==> config.mk <==
export PLATFORM = sky130hd
export DESIGN_NAME = la_trace_reader_flat
export DESIGN_NICKNAME = d
export VERILOG_FILES = /design/src/rtl/la_trace_if.sv /design/src/rtl/la_trace_reader.sv /design/src/flat_wrapper.sv
export SDC_FILE = /design/constraint.sdc
export NUM_CORES = 1
export LEC_CHECK = 0
export CAP_MARGIN = 10
export CORE_MARGIN = 2
export CORE_UTILIZATION = 55
export DETAILED_ROUTE_END_ITERATION = 10
export DONT_BUFFER_PORTS = 1
export GPL_TIMING_DRIVEN = 0
export PLACE_DENSITY = 0.7
export SLEW_MARGIN = 20
export SYNTH_ARGS = -nofsm -noshare
export SYNTH_HDL_FRONTEND = slang
export SYNTH_SLANG_ARGS = --single-unit
==> constraint.sdc <==
create_clock -name clk -period 6 [get_ports clk]
set_input_delay 1.2 -clock clk [delete_from_list [all_inputs] [get_ports clk]]
set_output_delay 1.2 -clock clk [all_outputs]
set_load 0.01 [all_outputs]
==> src/rtl/la_trace_if.sv <==
// Capture, control and readout signals of the logic-analyzer trace buffer.
// master = analyzer control / host side, slave = trace buffer.
interface la_trace_if #(
    parameter int DATA_W     = 32,
    parameter int DEPTH_LOG2 = 5
);
    logic                  la_we;
    logic [DATA_W-1:0]     la_data;
    logic                  sts_ce;
    logic                  clear;
    logic                  rd_req;
    logic [DEPTH_LOG2-1:0] rd_idx;
    logic                  rd_ack;
    logic [DATA_W-1:0]     rd_data;
    logic                  rd_err;
    logic [DEPTH_LOG2:0]   sample_cnt;
    logic                  wrapped;
    logic                  frozen;

    modport master (
        output la_we, la_data, sts_ce, clear, rd_req, rd_idx,
        input  rd_ack, rd_data, rd_err, sample_cnt, wrapped, frozen
    );

    modport slave (
        input  la_we, la_data, sts_ce, clear, rd_req, rd_idx,
        output rd_ack, rd_data, rd_err, sample_cnt, wrapped, frozen
    );
endinterface

==> src/rtl/la_trace_reader.sv <==
// Circular sample store frozen by sts_ce, read back by index (0 = oldest) over req/ack.
// Latency: frozen read acks 3 edges after rd_req is sampled, capture-time reject acks after 2.
// Backpressure: none; rd_req is only sampled in CAPTURE/FROZEN, requests in READ/ACK are dropped.
module la_trace_reader #(
    parameter int DATA_W     = 32,
    parameter int DEPTH_LOG2 = 5
) (
    input  logic       clk,
    input  logic       reset,
    la_trace_if.slave  bus
);
    localparam int DEPTH = 2 ** DEPTH_LOG2;
    localparam logic [DEPTH_LOG2:0]   CNT_MAX = {1'b1, {DEPTH_LOG2{1'b0}}};
    localparam logic [DEPTH_LOG2-1:0] PTR_MAX = '1;

    typedef enum logic [1:0] {ST_CAPTURE, ST_FROZEN, ST_READ, ST_ACK} state_t;

    state_t                state_q,   state_d;
    logic [DEPTH_LOG2-1:0] wr_ptr_q,  wr_ptr_d;
    logic [DEPTH_LOG2:0]   cnt_q,     cnt_d;
    logic                  wrapped_q, wrapped_d;
    logic [DEPTH_LOG2-1:0] idx_q,     idx_d;
    logic                  err_q,     err_d;
    logic                  ack_frz_q, ack_frz_d;
    logic                  rd_ack_q,  rd_ack_d;
    logic                  rd_err_q,  rd_err_d;
    logic [DATA_W-1:0]     rd_data_q, rd_data_d;

    logic [DATA_W-1:0]     mem [DEPTH];
    logic [DATA_W-1:0]     ram_q;
    logic                  mem_we;
    logic                  ram_re;
    logic [DEPTH_LOG2-1:0] phys_addr;

    // Once wrapped, the write pointer sits on the oldest entry.
    assign phys_addr = (wrapped_q ? wr_ptr_q : '0) + idx_q;

    always_comb begin
        state_d   = state_q;
        wr_ptr_d  = wr_ptr_q;
        cnt_d     = cnt_q;
        wrapped_d = wrapped_q;
        idx_d     = idx_q;
        err_d     = err_q;
        ack_frz_d = ack_frz_q;
        rd_ack_d  = 1'b0;
        rd_err_d  = 1'b0;
        rd_data_d = rd_data_q;
        mem_we    = 1'b0;
        ram_re    = 1'b0;

        unique case (state_q)
            ST_CAPTURE: begin
                if (bus.la_we) begin
                    mem_we   = 1'b1;
                    wr_ptr_d = wr_ptr_q + 1'b1;
                    if (cnt_q != CNT_MAX) cnt_d = cnt_q + 1'b1;
                    if (wr_ptr_q == PTR_MAX) wrapped_d = 1'b1;
                end
                if (bus.sts_ce) begin
                    state_d = ST_FROZEN;
                end else if (bus.rd_req) begin
                    state_d   = ST_ACK;
                    err_d     = 1'b1;
                    ack_frz_d = 1'b0;
                end
            end
            ST_FROZEN: begin
                if (bus.rd_req) begin
                    state_d   = ST_READ;
                    idx_d     = bus.rd_idx;
                    err_d     = ({1'b0, bus.rd_idx} >= cnt_q);
                    ack_frz_d = 1'b1;
                end
            end
            ST_READ: begin
                ram_re  = !err_q;
                state_d = ST_ACK;
            end
            ST_ACK: begin
                rd_ack_d  = 1'b1;
                rd_err_d  = err_q;
                rd_data_d = err_q ? '0 : ram_q;
                state_d   = ack_frz_q ? ST_FROZEN : ST_CAPTURE;
            end
            default: state_d = ST_CAPTURE;
        endcase

        // Re-arm overrides everything, including a pending ack and a same-cycle write.
        if (bus.clear) begin
            state_d   = ST_CAPTURE;
            wr_ptr_d  = '0;
            cnt_d     = '0;
            wrapped_d = 1'b0;
            rd_ack_d  = 1'b0;
            rd_err_d  = 1'b0;
            rd_data_d = rd_data_q;
            mem_we    = 1'b0;
            ram_re    = 1'b0;
        end
    end

    always_ff @(posedge clk or negedge reset) begin
        if (!reset) begin
            state_q   <= ST_CAPTURE;
            wr_ptr_q  <= '0;
            cnt_q     <= '0;
            wrapped_q <= 1'b0;
            idx_q     <= '0;
            err_q     <= 1'b0;
            ack_frz_q <= 1'b0;
            rd_ack_q  <= 1'b0;
            rd_err_q  <= 1'b0;
            rd_data_q <= '0;
        end else begin
            state_q   <= state_d;
            wr_ptr_q  <= wr_ptr_d;
            cnt_q     <= cnt_d;
            wrapped_q <= wrapped_d;
            idx_q     <= idx_d;
            err_q     <= err_d;
            ack_frz_q <= ack_frz_d;
            rd_ack_q  <= rd_ack_d;
            rd_err_q  <= rd_err_d;
            rd_data_q <= rd_data_d;
        end
    end

    // Sample RAM: no reset, contents are meaningless until written.
    always_ff @(posedge clk) begin
        if (mem_we) mem[wr_ptr_q] <= bus.la_data;
        if (ram_re) ram_q <= mem[phys_addr];
    end

    assign bus.rd_ack     = rd_ack_q;
    assign bus.rd_err     = rd_err_q;
    assign bus.rd_data    = rd_data_q;
    assign bus.sample_cnt = cnt_q;
    assign bus.wrapped    = wrapped_q;
    assign bus.frozen     = (state_q == ST_FROZEN) || (state_q == ST_READ) ||
                            ((state_q == ST_ACK) && ack_frz_q);
endmodule

==> src/flat_wrapper.sv <==
// flat-port wrapper written by rule: the top's interface ports become plain ports
module la_trace_reader_flat 
#(
    parameter int DATA_W     = 32,
    parameter int DEPTH_LOG2 = 5
)
  (clk, reset, bus_la_we, bus_la_data, bus_sts_ce, bus_clear, bus_rd_req, bus_rd_idx, bus_rd_ack, bus_rd_data, bus_rd_err, bus_sample_cnt, bus_wrapped, bus_frozen);
  la_trace_if #(.DATA_W(DATA_W), .DEPTH_LOG2(DEPTH_LOG2)) bus_i ();
  input  logic clk;
  input  logic reset;
  input wire logic [$bits(bus_i.la_we)-1:0] bus_la_we;
  input wire logic [$bits(bus_i.la_data)-1:0] bus_la_data;
  input wire logic [$bits(bus_i.sts_ce)-1:0] bus_sts_ce;
  input wire logic [$bits(bus_i.clear)-1:0] bus_clear;
  input wire logic [$bits(bus_i.rd_req)-1:0] bus_rd_req;
  input wire logic [$bits(bus_i.rd_idx)-1:0] bus_rd_idx;
  output wire logic [$bits(bus_i.rd_ack)-1:0] bus_rd_ack;
  output wire logic [$bits(bus_i.rd_data)-1:0] bus_rd_data;
  output wire logic [$bits(bus_i.rd_err)-1:0] bus_rd_err;
  output wire logic [$bits(bus_i.sample_cnt)-1:0] bus_sample_cnt;
  output wire logic [$bits(bus_i.wrapped)-1:0] bus_wrapped;
  output wire logic [$bits(bus_i.frozen)-1:0] bus_frozen;
  assign bus_i.la_we = bus_la_we;
  assign bus_i.la_data = bus_la_data;
  assign bus_i.sts_ce = bus_sts_ce;
  assign bus_i.clear = bus_clear;
  assign bus_i.rd_req = bus_rd_req;
  assign bus_i.rd_idx = bus_rd_idx;
  assign bus_rd_ack = bus_i.rd_ack;
  assign bus_rd_data = bus_i.rd_data;
  assign bus_rd_err = bus_i.rd_err;
  assign bus_sample_cnt = bus_i.sample_cnt;
  assign bus_wrapped = bus_i.wrapped;
  assign bus_frozen = bus_i.frozen;
  la_trace_reader #(.DATA_W(DATA_W), .DEPTH_LOG2(DEPTH_LOG2)) u_core (.clk(clk), .reset(reset), .bus(bus_i));
endmodule
== After elaboration in Yosys (flattened, before gate mapping) ==
Memory sizes are Yosys's and may differ from the RTL's. A register that Yosys moved wholly into a read port is not among the register bits.
Index checks and enable logic that the tools add are counted.
Storage, ports and cells
  flip-flop bits (word level): 55
  bits in latches: 0
  RAM bits: 1024
  memory bits (read-only): 0
  bits of input ports: 43
  output and inout port bits: 42
  word-level logic and storage cells: 80
  memories: 1
Memory list
  u_core.mem: depth 32, width 32, read ports 1, clocked after memory_dff 1, wr ports 1, line la_trace_reader.sv:29  | logic [DATA_W-1:0] mem [DEPTH];
Operators by class
  add/subtract/negate cells: 3
  $mul: 0
  divide/modulo/power cells: 0
  order comparisons: 1
  eq/ne operators: 10
  shift operators: 0
  muxes and demuxes: 37
  bitwise logic cells: 1
  reduce and logical (&&, ||, !) cells: 17
Operator list (count)
  32-bit 2-to-1 mux: 1
  6-bit 2-to-1 mux: 4
  1-bit 2-to-1 mux: 21
  5-bit 2-to-1 mux: 4
  2-bit nonzero test: 5
  2-bit 2-to-1 mux: 4
  2-bit one-hot mux with 4 select lines: 1
  2-bit AND reduction: 4
  6-bit by 1-bit adder with 6-bit output, second input constant: 1
  5-bit by 6-bit greater-or-equal comparator with 1-bit output: 1
  2-bit != test, second input constant: 3
  6-bit != test, second input constant: 1
  3-bit AND reduction: 2
  5-bit by 1-bit adder with 5-bit output, second input constant: 1
  5-bit adder: 1
  5-bit == test, second input constant: 1
  2-bit == test, second input constant: 2
  4-bit != test, second input constant: 1
  1-bit one-hot mux with 2 select lines: 2
  4-bit AND reduction: 1
  3-bit != test, second input constant: 1
  2-bit by 1-bit == test with 1-bit output, second input constant: 1
  2-bit zero test: 1
  1-bit logical OR: 2
  other kinds (3): 3

== Logic depth before layout (Yosys ltp) ==
Gate-level depths: netlist (run 1).
  depth after elaboration: 5
  depth in mapped cells: 11

== Worst setup path before layout (run 1) ==
No wires, ideal clock.
  path kind: input-to-reg
  start: input bus_clear
  end: register u_core.ram_q[0], read port of u_core.mem, enable pin
  library setup time: 0.468 ns
  arrival: 3.779 ns
  required time: 5.532 ns
  path slack: 1.753 ns
  cell stages on the path: 2
  buffers on the path: 1
  path through: clkbuf_1 nor3b_1
Between the ends
  longest elaborated chain between the ends: 1
RTL lines
  from (decl): line flat_wrapper.sv:14  | input wire logic [$bits(bus_i.clear)-1:0] bus_clear;
  1-bit 2-to-1 mux: line la_trace_reader.sv:90  | if (bus.clear) begin
  via u_core.ram_re: line la_trace_reader.sv:32  | logic ram_re;
  to (decl): line la_trace_reader.sv:30  | logic [DATA_W-1:0] ram_q;
The timed path passes the listed nets, and every way through them passes these cells.
A chain may end at the register's enable or synchronous reset.

== Final worst setup path (run 1) ==
  start: register u_core.wrapped_q, in the netlist u_core.bus.wrapped
  end: register u_core.ram_q[12], read port of u_core.mem, data pin
Between the ends
  longest elaborated chain between the ends: 2
RTL lines
  from (decl): line la_trace_reader.sv:21  | logic wrapped_q, wrapped_d;
  from (signal assigned): line la_trace_reader.sv:119  | wrapped_q <= wrapped_d;
  5-bit 2-to-1 mux: line la_trace_reader.sv:36  | assign phys_addr = (wrapped_q ? wr_ptr_q : '0) + idx_q;
  5-bit adder: line la_trace_reader.sv:36
No other way between the ends.

==> metrics.txt, run 1 <==
final hold vios=0; CP Class=flip-flop to flip-flop; Die Wd=283.6 um; Max Freq=0.2279 GHz; Die Span Y=283.6 um; CP arrival=4.77 ns; wire per inst=31.44 um; HP Class=primary input to async pin; grt total ovfl=0; clk buf depth=3; largest net degree at the start of global routing=56; Max Cap Viol=0; placed insts=3,026; slowest stage delay, CP=0.77 ns; io pins=85; CP max-delay cell=buf_1; post-synthesis sequential area ratio=76.93%; All-Layer GR Usage=25.50%; PostCTS Resize Cnt=0; Post-DP HPWL=67,300 um; Starting Density=55.52%; Power Total=21.10 mW; Via density=6.426; die area=0.08045 mm2; pwr/cell area=428.3 mW/mm2; Worst setup SP type=flip-flop; max_slew headroom=23.15%; Synth cell types=43; core area=0.07747 mm2; CP max FO=10; first-pass GRT wire length=146,900 um; fill cell count=5,068; row cnt=102; CTS tree=done; status=finished clean; fin cells=3,221; final slew viol count=0; area post-placement=0.04586 mm2; crit-path cells=and2_1 -> ha_1 -> inv_1 -> fa_1 -> buf_4 -> buf_2 -> buf_1 -> mux4_2 -> mux2i_1 -> a221oi_2; proportion of layout cells with a drive suffix above 1=30.69%; Final Cell Area=0.04927 mm2; number of global-route vias before repair=21,220; endpoints failing setup=0; Critical Path End Type=flip-flop; nets@finish=2,159; Synth Area per Inst=22.28 um2; ANT nets after route=0; Syn. warnings=0; Leakage Power=15.72 nW; # H-tree levels=3; Crit Reg-Reg Startpoint=u_core.bus.wrapped; Req. time, crit path=6.39 ns; Max VDD drop=0.2176 mV; Synthesized Nets=1,994; port bufs=0; cts bufs inserted=107; final worst-path cycle share=73.13%; DRC viols=0; clk_skew=0.03021 ns; clock-pin slew on the worst setup and hold paths=0.07 ns; crit path launch=u_core.bus.wrapped; worst-margin pin slew=1.153 ns; vias=20,700; Initial DRT Pass Iterations=6; hold buffers post-CTS=0; Post-CTS Setup Inserts=0; Clock Latency Late Sink=0.68 ns; min cycle time layout=4.388 ns; Num Clock Sinks=1,111; Iter 0 DRT Violations=2,638; initial antenna violation count=2; clock root buffer=clkbuf_16; flops & latches, synth=1,111; RSZ-0062 raised after global routing=false; Post-Syn Instances=1,930; synthesized area=0.04301 mm2; drt total wl=101,300 um; Final Wtd Congestion=0.8404; synthesis-to-finish area growth=14.57%
## layout by cell type (no fill, tap or decap), types with 10 or more instances in the layout
cell type | Yosys | final
ha_1 | 20 | 20
clkinv_1 | 0 | 17
buf_6 | 21 | 21
nor2_1 | 49 | 17
buf_2 | 30 | 30
o22ai_1 | 32 | 32
mux2i_1 | 66 | 66
dfrtp_1 | 55 | 55
clkbuf_16 | 0 | 110
nor2_4 | 0 | 32
buf_4 | 14 | 18
clkinv_2 | 0 | 20
a21oi_1 | 10 | 10
o21ai_0 | 36 | 36
nand2_1 | 82 | 82
mux4_2 | 256 | 256
edfxtp_1 | 1056 | 1056
mux2_2 | 68 | 68
inv_1 | 18 | 18
clkbuf_1 | 25 | 48
buf_16 | 0 | 31
buf_12 | 0 | 21
a221oi_2 | 29 | 29
## per-layer routing
metal / up-vias / wire length [um] / global-route usage (%)
li1: 8386 / - / -
met3: 154 / 8460 / 5.064
met5: - / 0 / 0
met4: 0 / 2572 / 7.288
met1: 11090 / 39560 / 34.99
met2: 1066 / 50670 / 42.20
## worst max-delay path, delay by kind of cell (launching register included)
| family | cells | cell delay [ns] |
|---|---|---|
| compound gates | 1 | 0.13 |
| buf+inv | 4 | 1.53 |
| simple gates | 1 | 0.22 |
| fa+ha+maj | 2 | 0.89 |
| mux | 2 | 0.68 |
| flops | 1 | 0.65 |
## cell type report
| cell class | count | area (um2) | share of cell area [%] |
|---|---|---|---|
| Sequential cell | 1111 | 33090 | 67.15 |
| Tap cell | 1040 | 1301 | 2.641 |
| Inverter | 18 | 67.56 | 0.1371 |
| Clock inverter | 61 | 575.6 | 1.168 |
| Clock buffer | 133 | 2839 | 5.762 |
| Buffer | 99 | 619.3 | 1.257 |
| Antenna cell | 1 | 2.502 | 0.005078 |
| Multi-Input combinational cell | 702 | 9479 | 19.24 |
| Timing Repair Buffer | 56 | 1304 | 2.646 |
## registers in the layout, summed over array words and instances, names as in the netlist, 2 cells and up
name	count
u_core.state_q	2
u_core.mem	1024
u_core.idx_q	5
u_core.wr_ptr_q	5
u_core.ram_q	32
u_core.bus.rd_data	32
u_core.bus.sample_cnt	6
## path summary, 6_finish.rpt
kind | cells after the start | end | slack (ns)
worst max-delay path | 10 | u_core.ram_q[12] | 1.61
worst min-delay path | 0 | u_core.err_q | 0.21
worst max register to register | 10 | u_core.ram_q[12] | 1.61
worst min register to register | 2 | u_core.bus.rd_data[8] | 0.51
max in group asynchronous | 0 | u_core.bus.rd_data[17] | 5.63
min in group clk | 2 | u_core.bus.rd_data[8] | 0.51
## power by group
group	switching, mW	internal, mW	leakage (nW)	total, mW
Combinational	3.04	2.57	3.83	5.60
Clock	2.83	3.75	1.66	6.58
Sequential	0.169	8.75	10.2	8.92
Total	6.04	15.1	15.7	21.1
## cells in the mapped netlist
master | count | share of area, %
edfxtp_1 | 1056 | 74
clkbuf_1 | 25 | 0.22
nand3_1 | 1 | 0.012
o22ai_1 | 32 | 0.47
dfrtp_1 | 55 | 3.2
mux2_2 | 68 | 1.8
a22o_1 | 1 | 0.020
or3_1 | 2 | 0.029
a21oi_1 | 10 | 0.12
inv_1 | 18 | 0.16
a221oi_2 | 29 | 1.0
o21ai_2 | 1 | 0.020
a211o_1 | 1 | 0.020
nand3_2 | 2 | 0.047
and2_1 | 4 | 0.058
o21ai_0 | 36 | 0.42
buf_4 | 14 | 0.24
xnor2_1 | 8 | 0.16
xor2_1 | 4 | 0.081
a21oi_2 | 2 | 0.041
or3b_2 | 2 | 0.041
nand2_1 | 82 | 0.72
nand3b_1 | 3 | 0.052
or3_4 | 1 | 0.026
buf_2 | 30 | 0.35
mux2i_1 | 66 | 1.5
fa_1 | 1 | 0.047
ha_1 | 20 | 0.58
o211ai_1 | 1 | 0.017
a41o_1 | 1 | 0.023
nor3b_1 | 1 | 0.017
o21a_1 | 1 | 0.017
mux4_2 | 256 | 13
a21o_1 | 3 | 0.052
nor2_1 | 49 | 0.43
nand2b_1 | 4 | 0.058
nand4_1 | 3 | 0.044
a221oi_1 | 3 | 0.061
buf_6 | 21 | 0.55
buf_1 | 9 | 0.079
nor2b_1 | 2 | 0.029
and3_1 | 1 | 0.015
a211oi_1 | 1 | 0.017
## stage by stage
stage	setup slack (ns)	util [%]	setup TNS (ns)	hold slack (ns)
detailed placement	1.703	59.20	0	0.4913
CTS	1.638	63.60	0	0.1929
finish	1.612	63.61	0	0.2139
global placement	-0.6038	57.20	-19.11	0.4968
floorplan	1.753	-	0	0.4563
global route	1.539	63.60	0	0.2024
## cell families (layout without fill, tap and decap cells)
logic type	after synthesis	count (layout)	synth area share (%)
xor+xnor	12	12	0.2444
simple gates	157	157	1.571
fa+ha+maj	21	21	0.6284
buf+inv	117	367	1.597
mux	390	390	16.72
compound gates	122	122	2.304
flops	1111	1111	76.93
other cells	0	1	0
(Power assumes the default switching activity.)
==> run 2: changes to the inputs <==
--- a/config.mk
+++ b/config.mk
@@ -11,7 +11,7 @@
 export DETAILED_ROUTE_END_ITERATION = 10
 export DONT_BUFFER_PORTS = 1
 export GPL_TIMING_DRIVEN = 0
-export PLACE_DENSITY = 0.7
+export PLACE_DENSITY = 0.73
 export SLEW_MARGIN = 20
 export SYNTH_ARGS = -nofsm -noshare
 export SYNTH_HDL_FRONTEND = slang
==> constraint.sdc (replaced) <==
create_clock -name clk -period 3.8 [get_ports clk]
set_input_delay 0.76 -clock clk [delete_from_list [all_inputs] [get_ports clk]]
set_output_delay 0.76 -clock clk [all_outputs]
set_load 0.01 [all_outputs]
==> run 2 against run 1 <==
Net effect:
- register-to-register slack lost 1.6 ns
- global-route usage increased by 0.62 points
- power is 60% higher
- wire length rose by 1.9%
- hold slack got worse by 0.027 ns
- setup slack got worse by 1.6 ns
- final cell count is 0.22% lower
- via count grew 0.29%
- core utilization up 0.26 points
- sequential cell count unchanged
- maximum frequency is 17% higher
- critical path type unchanged
- highest routed layer is now met5
==> metrics.txt, run 2 (same netlist as run 1, synthesis figures left out) <==
status=finished clean; crit path buf inv count=4; initial antenna violation count=3; Leakage Power=15.85 nW; Worst setup SP type=flip-flop; clk_skew=0.02862 ns; crit-path cells=and2_1 -> ha_1 -> inv_1 -> fa_1 -> buf_4 -> clkbuf_4 -> buf_4 -> mux4_2 -> mux2i_1 -> a221oi_2; CP max-delay cell=fa_1; pwr/cell area=683.6 mW/mm2; vias=20,760; min cycle time layout=3.753 ns; first-pass GRT wire length=150,200 um; area of the multi-input gates=0.009504 mm2; Max Freq=0.2665 GHz; Iter 0 DRT Violations=2,579; largest net degree at the start of global routing=56; drt total wl=103,200 um; internal power=24.17 mW; final core utilization=63.87%; All-Layer GR Usage=26.12%; Max Cap Viol=0; grt total ovfl=0; Clock Latency Late Sink=0.67 ns; die area=0.08045 mm2; max reg flops=1,024; WP depth=10; io pins=85; row cnt=102; path depth of the worst reg2reg path=10; ant diodes=0; Clock power frac=31.7%; CP arrival=4.15 ns; Reg power frac=41.6%; proportion of layout cells with a drive suffix above 1=31.60%; HP Class=primary input to flip-flop; crit path to=u_core.ram_q[26]; number of global-route vias before repair=21,570; port bufs=0; CP max FO=10; clock-pin slew on the worst setup and hold paths=0.07 ns; crit path launch=u_core.bus.wrapped; endpoints failing setup=0; slowest stage delay, CP=0.72 ns; final slew viol count=0; Crit Reg-Reg Startpoint=u_core.bus.wrapped; max_slew headroom=42.06%; CP delay by family, top=buffers and inverters; most common library cell in the layout ignoring fill and taps=edfxtp_1; worst-margin pin slew=0.8670 ns; Final Wtd Congestion=0.8478; reg-to-reg slack, setup=0.05 ns; nets@finish=2,154; RR Endpoint=u_core.ram_q[26]; Via density=6.458; Initial DRT Pass Iterations=6; ANT nets after route=0; Post-DP HPWL=66,240 um; Critical Path End Type=flip-flop; cts bufs inserted=105; Switching Share=28.52%; clock root buffer=clkbuf_16; final hold vios=0; Starting Density=55.52%; Max VDD drop=0.3844 mV; CTS tree=done; RSZ-0062 raised after global routing=false; core area=0.07747 mm2; Logic pwr share=26.7%; Num Clock Sinks=1,111; storage element area=0.03309 mm2; Req. time, crit path=4.19 ns; worst hold margin=0.1864 ns; wire per inst=32.12 um; synthesis-to-finish area growth=15.04%; Psw=9.645 mW; most frequent cells in the layout=1,056 x edfxtp_1, 256 x mux4_2, 108 x clkbuf_16; Die Wd=283.6 um; most frequent CP cell=buf_4; DRC viols=0; CP Class=flip-flop to flip-flop; final worst-path cycle share=98.76%; Largest Register=u_core.mem; fill cell count=4,858; clk buf depth=3; # H-tree levels=3; Die Span Y=283.6 um
==> run 2: area by class of cell <==
cell class / instances / share of cell area (%)
sequential: 1111 / 66.88
multi-input combinational: 702 / 19.21
clock buffer: 124 / 5.584
timing repair buffer: 53 / 2.688
tap: 1040 / 2.630
clock inverter: 67 / 1.500
buffer: 99 / 1.376
inverter: 18 / 0.1366
==> run 2: per-stage QoR <==
stage | instances | setup TNS [ns] | power, mW | setup slack, ns | area (um2)
after floorplan | 1930 | 0 | 20.54 | 0.6661 | 43010
after global placement | 2970 | -1260.02 | 22.96 | -1.425 | 44310
after detailed placement | 3021 | -11.26 | 23.16 | -0.5971 | 45850
after CTS | 3214 | -0.1131 | 33.85 | -0.03142 | 49440
after global routing | 3214 | 0 | 34.86 | 0.005489 | 49480
final | 3214 | 0 | 33.82 | 0.04711 | 49480
==> run 2: power groups by stage <==
stage               Sequential (mW)  Combinational [mW]  Clock (mW)
floorplan                      14.2                6.29           0
global placement               14.3                8.64           0
detailed placement             14.3                8.84           0
CTS                            14.1                9.00        10.8
global route                   14.1                9.48        11.3
finish                         14.1                9.02        10.7
==> run 2: worst min-delay path by stage <==
stage / start / slack [ns] / to / cells after the start
after detailed placement: reset / 0.47 / u_core.bus.sample_cnt[5] / 0
after global placement: reset / 0.47 / u_core.bus.sample_cnt[5] / 0
final: bus_la_data[1] / 0.19 / u_core.mem[18][1] / 0
after CTS: bus_la_data[3] / 0.16 / u_core.mem[20][3] / 0
after floorplan: reset / 0.46 / u_core.ack_frz_q / 0
after global routing: bus_la_data[2] / 0.17 / u_core.mem[23][2] / 0
==> run 2: layer usage <==
metal,global-route usage (%),routed length [um],vias to the layer above
met1,35.24,39130,11030
li1,-,-,8380
met5,0,21,-
met3,5.619,9679,228
met2,42.72,51090,1120
met4,9.206,3313,4
==> run 2: what timing repair did <==
action	in CTS	in global routing
pin swaps	0	1
buffers inserted	0	0
endpoints found under the setup margin	32	29
gates resized for setup	34	18
hold buffers	2	0
hold endpoints to repair	55	0
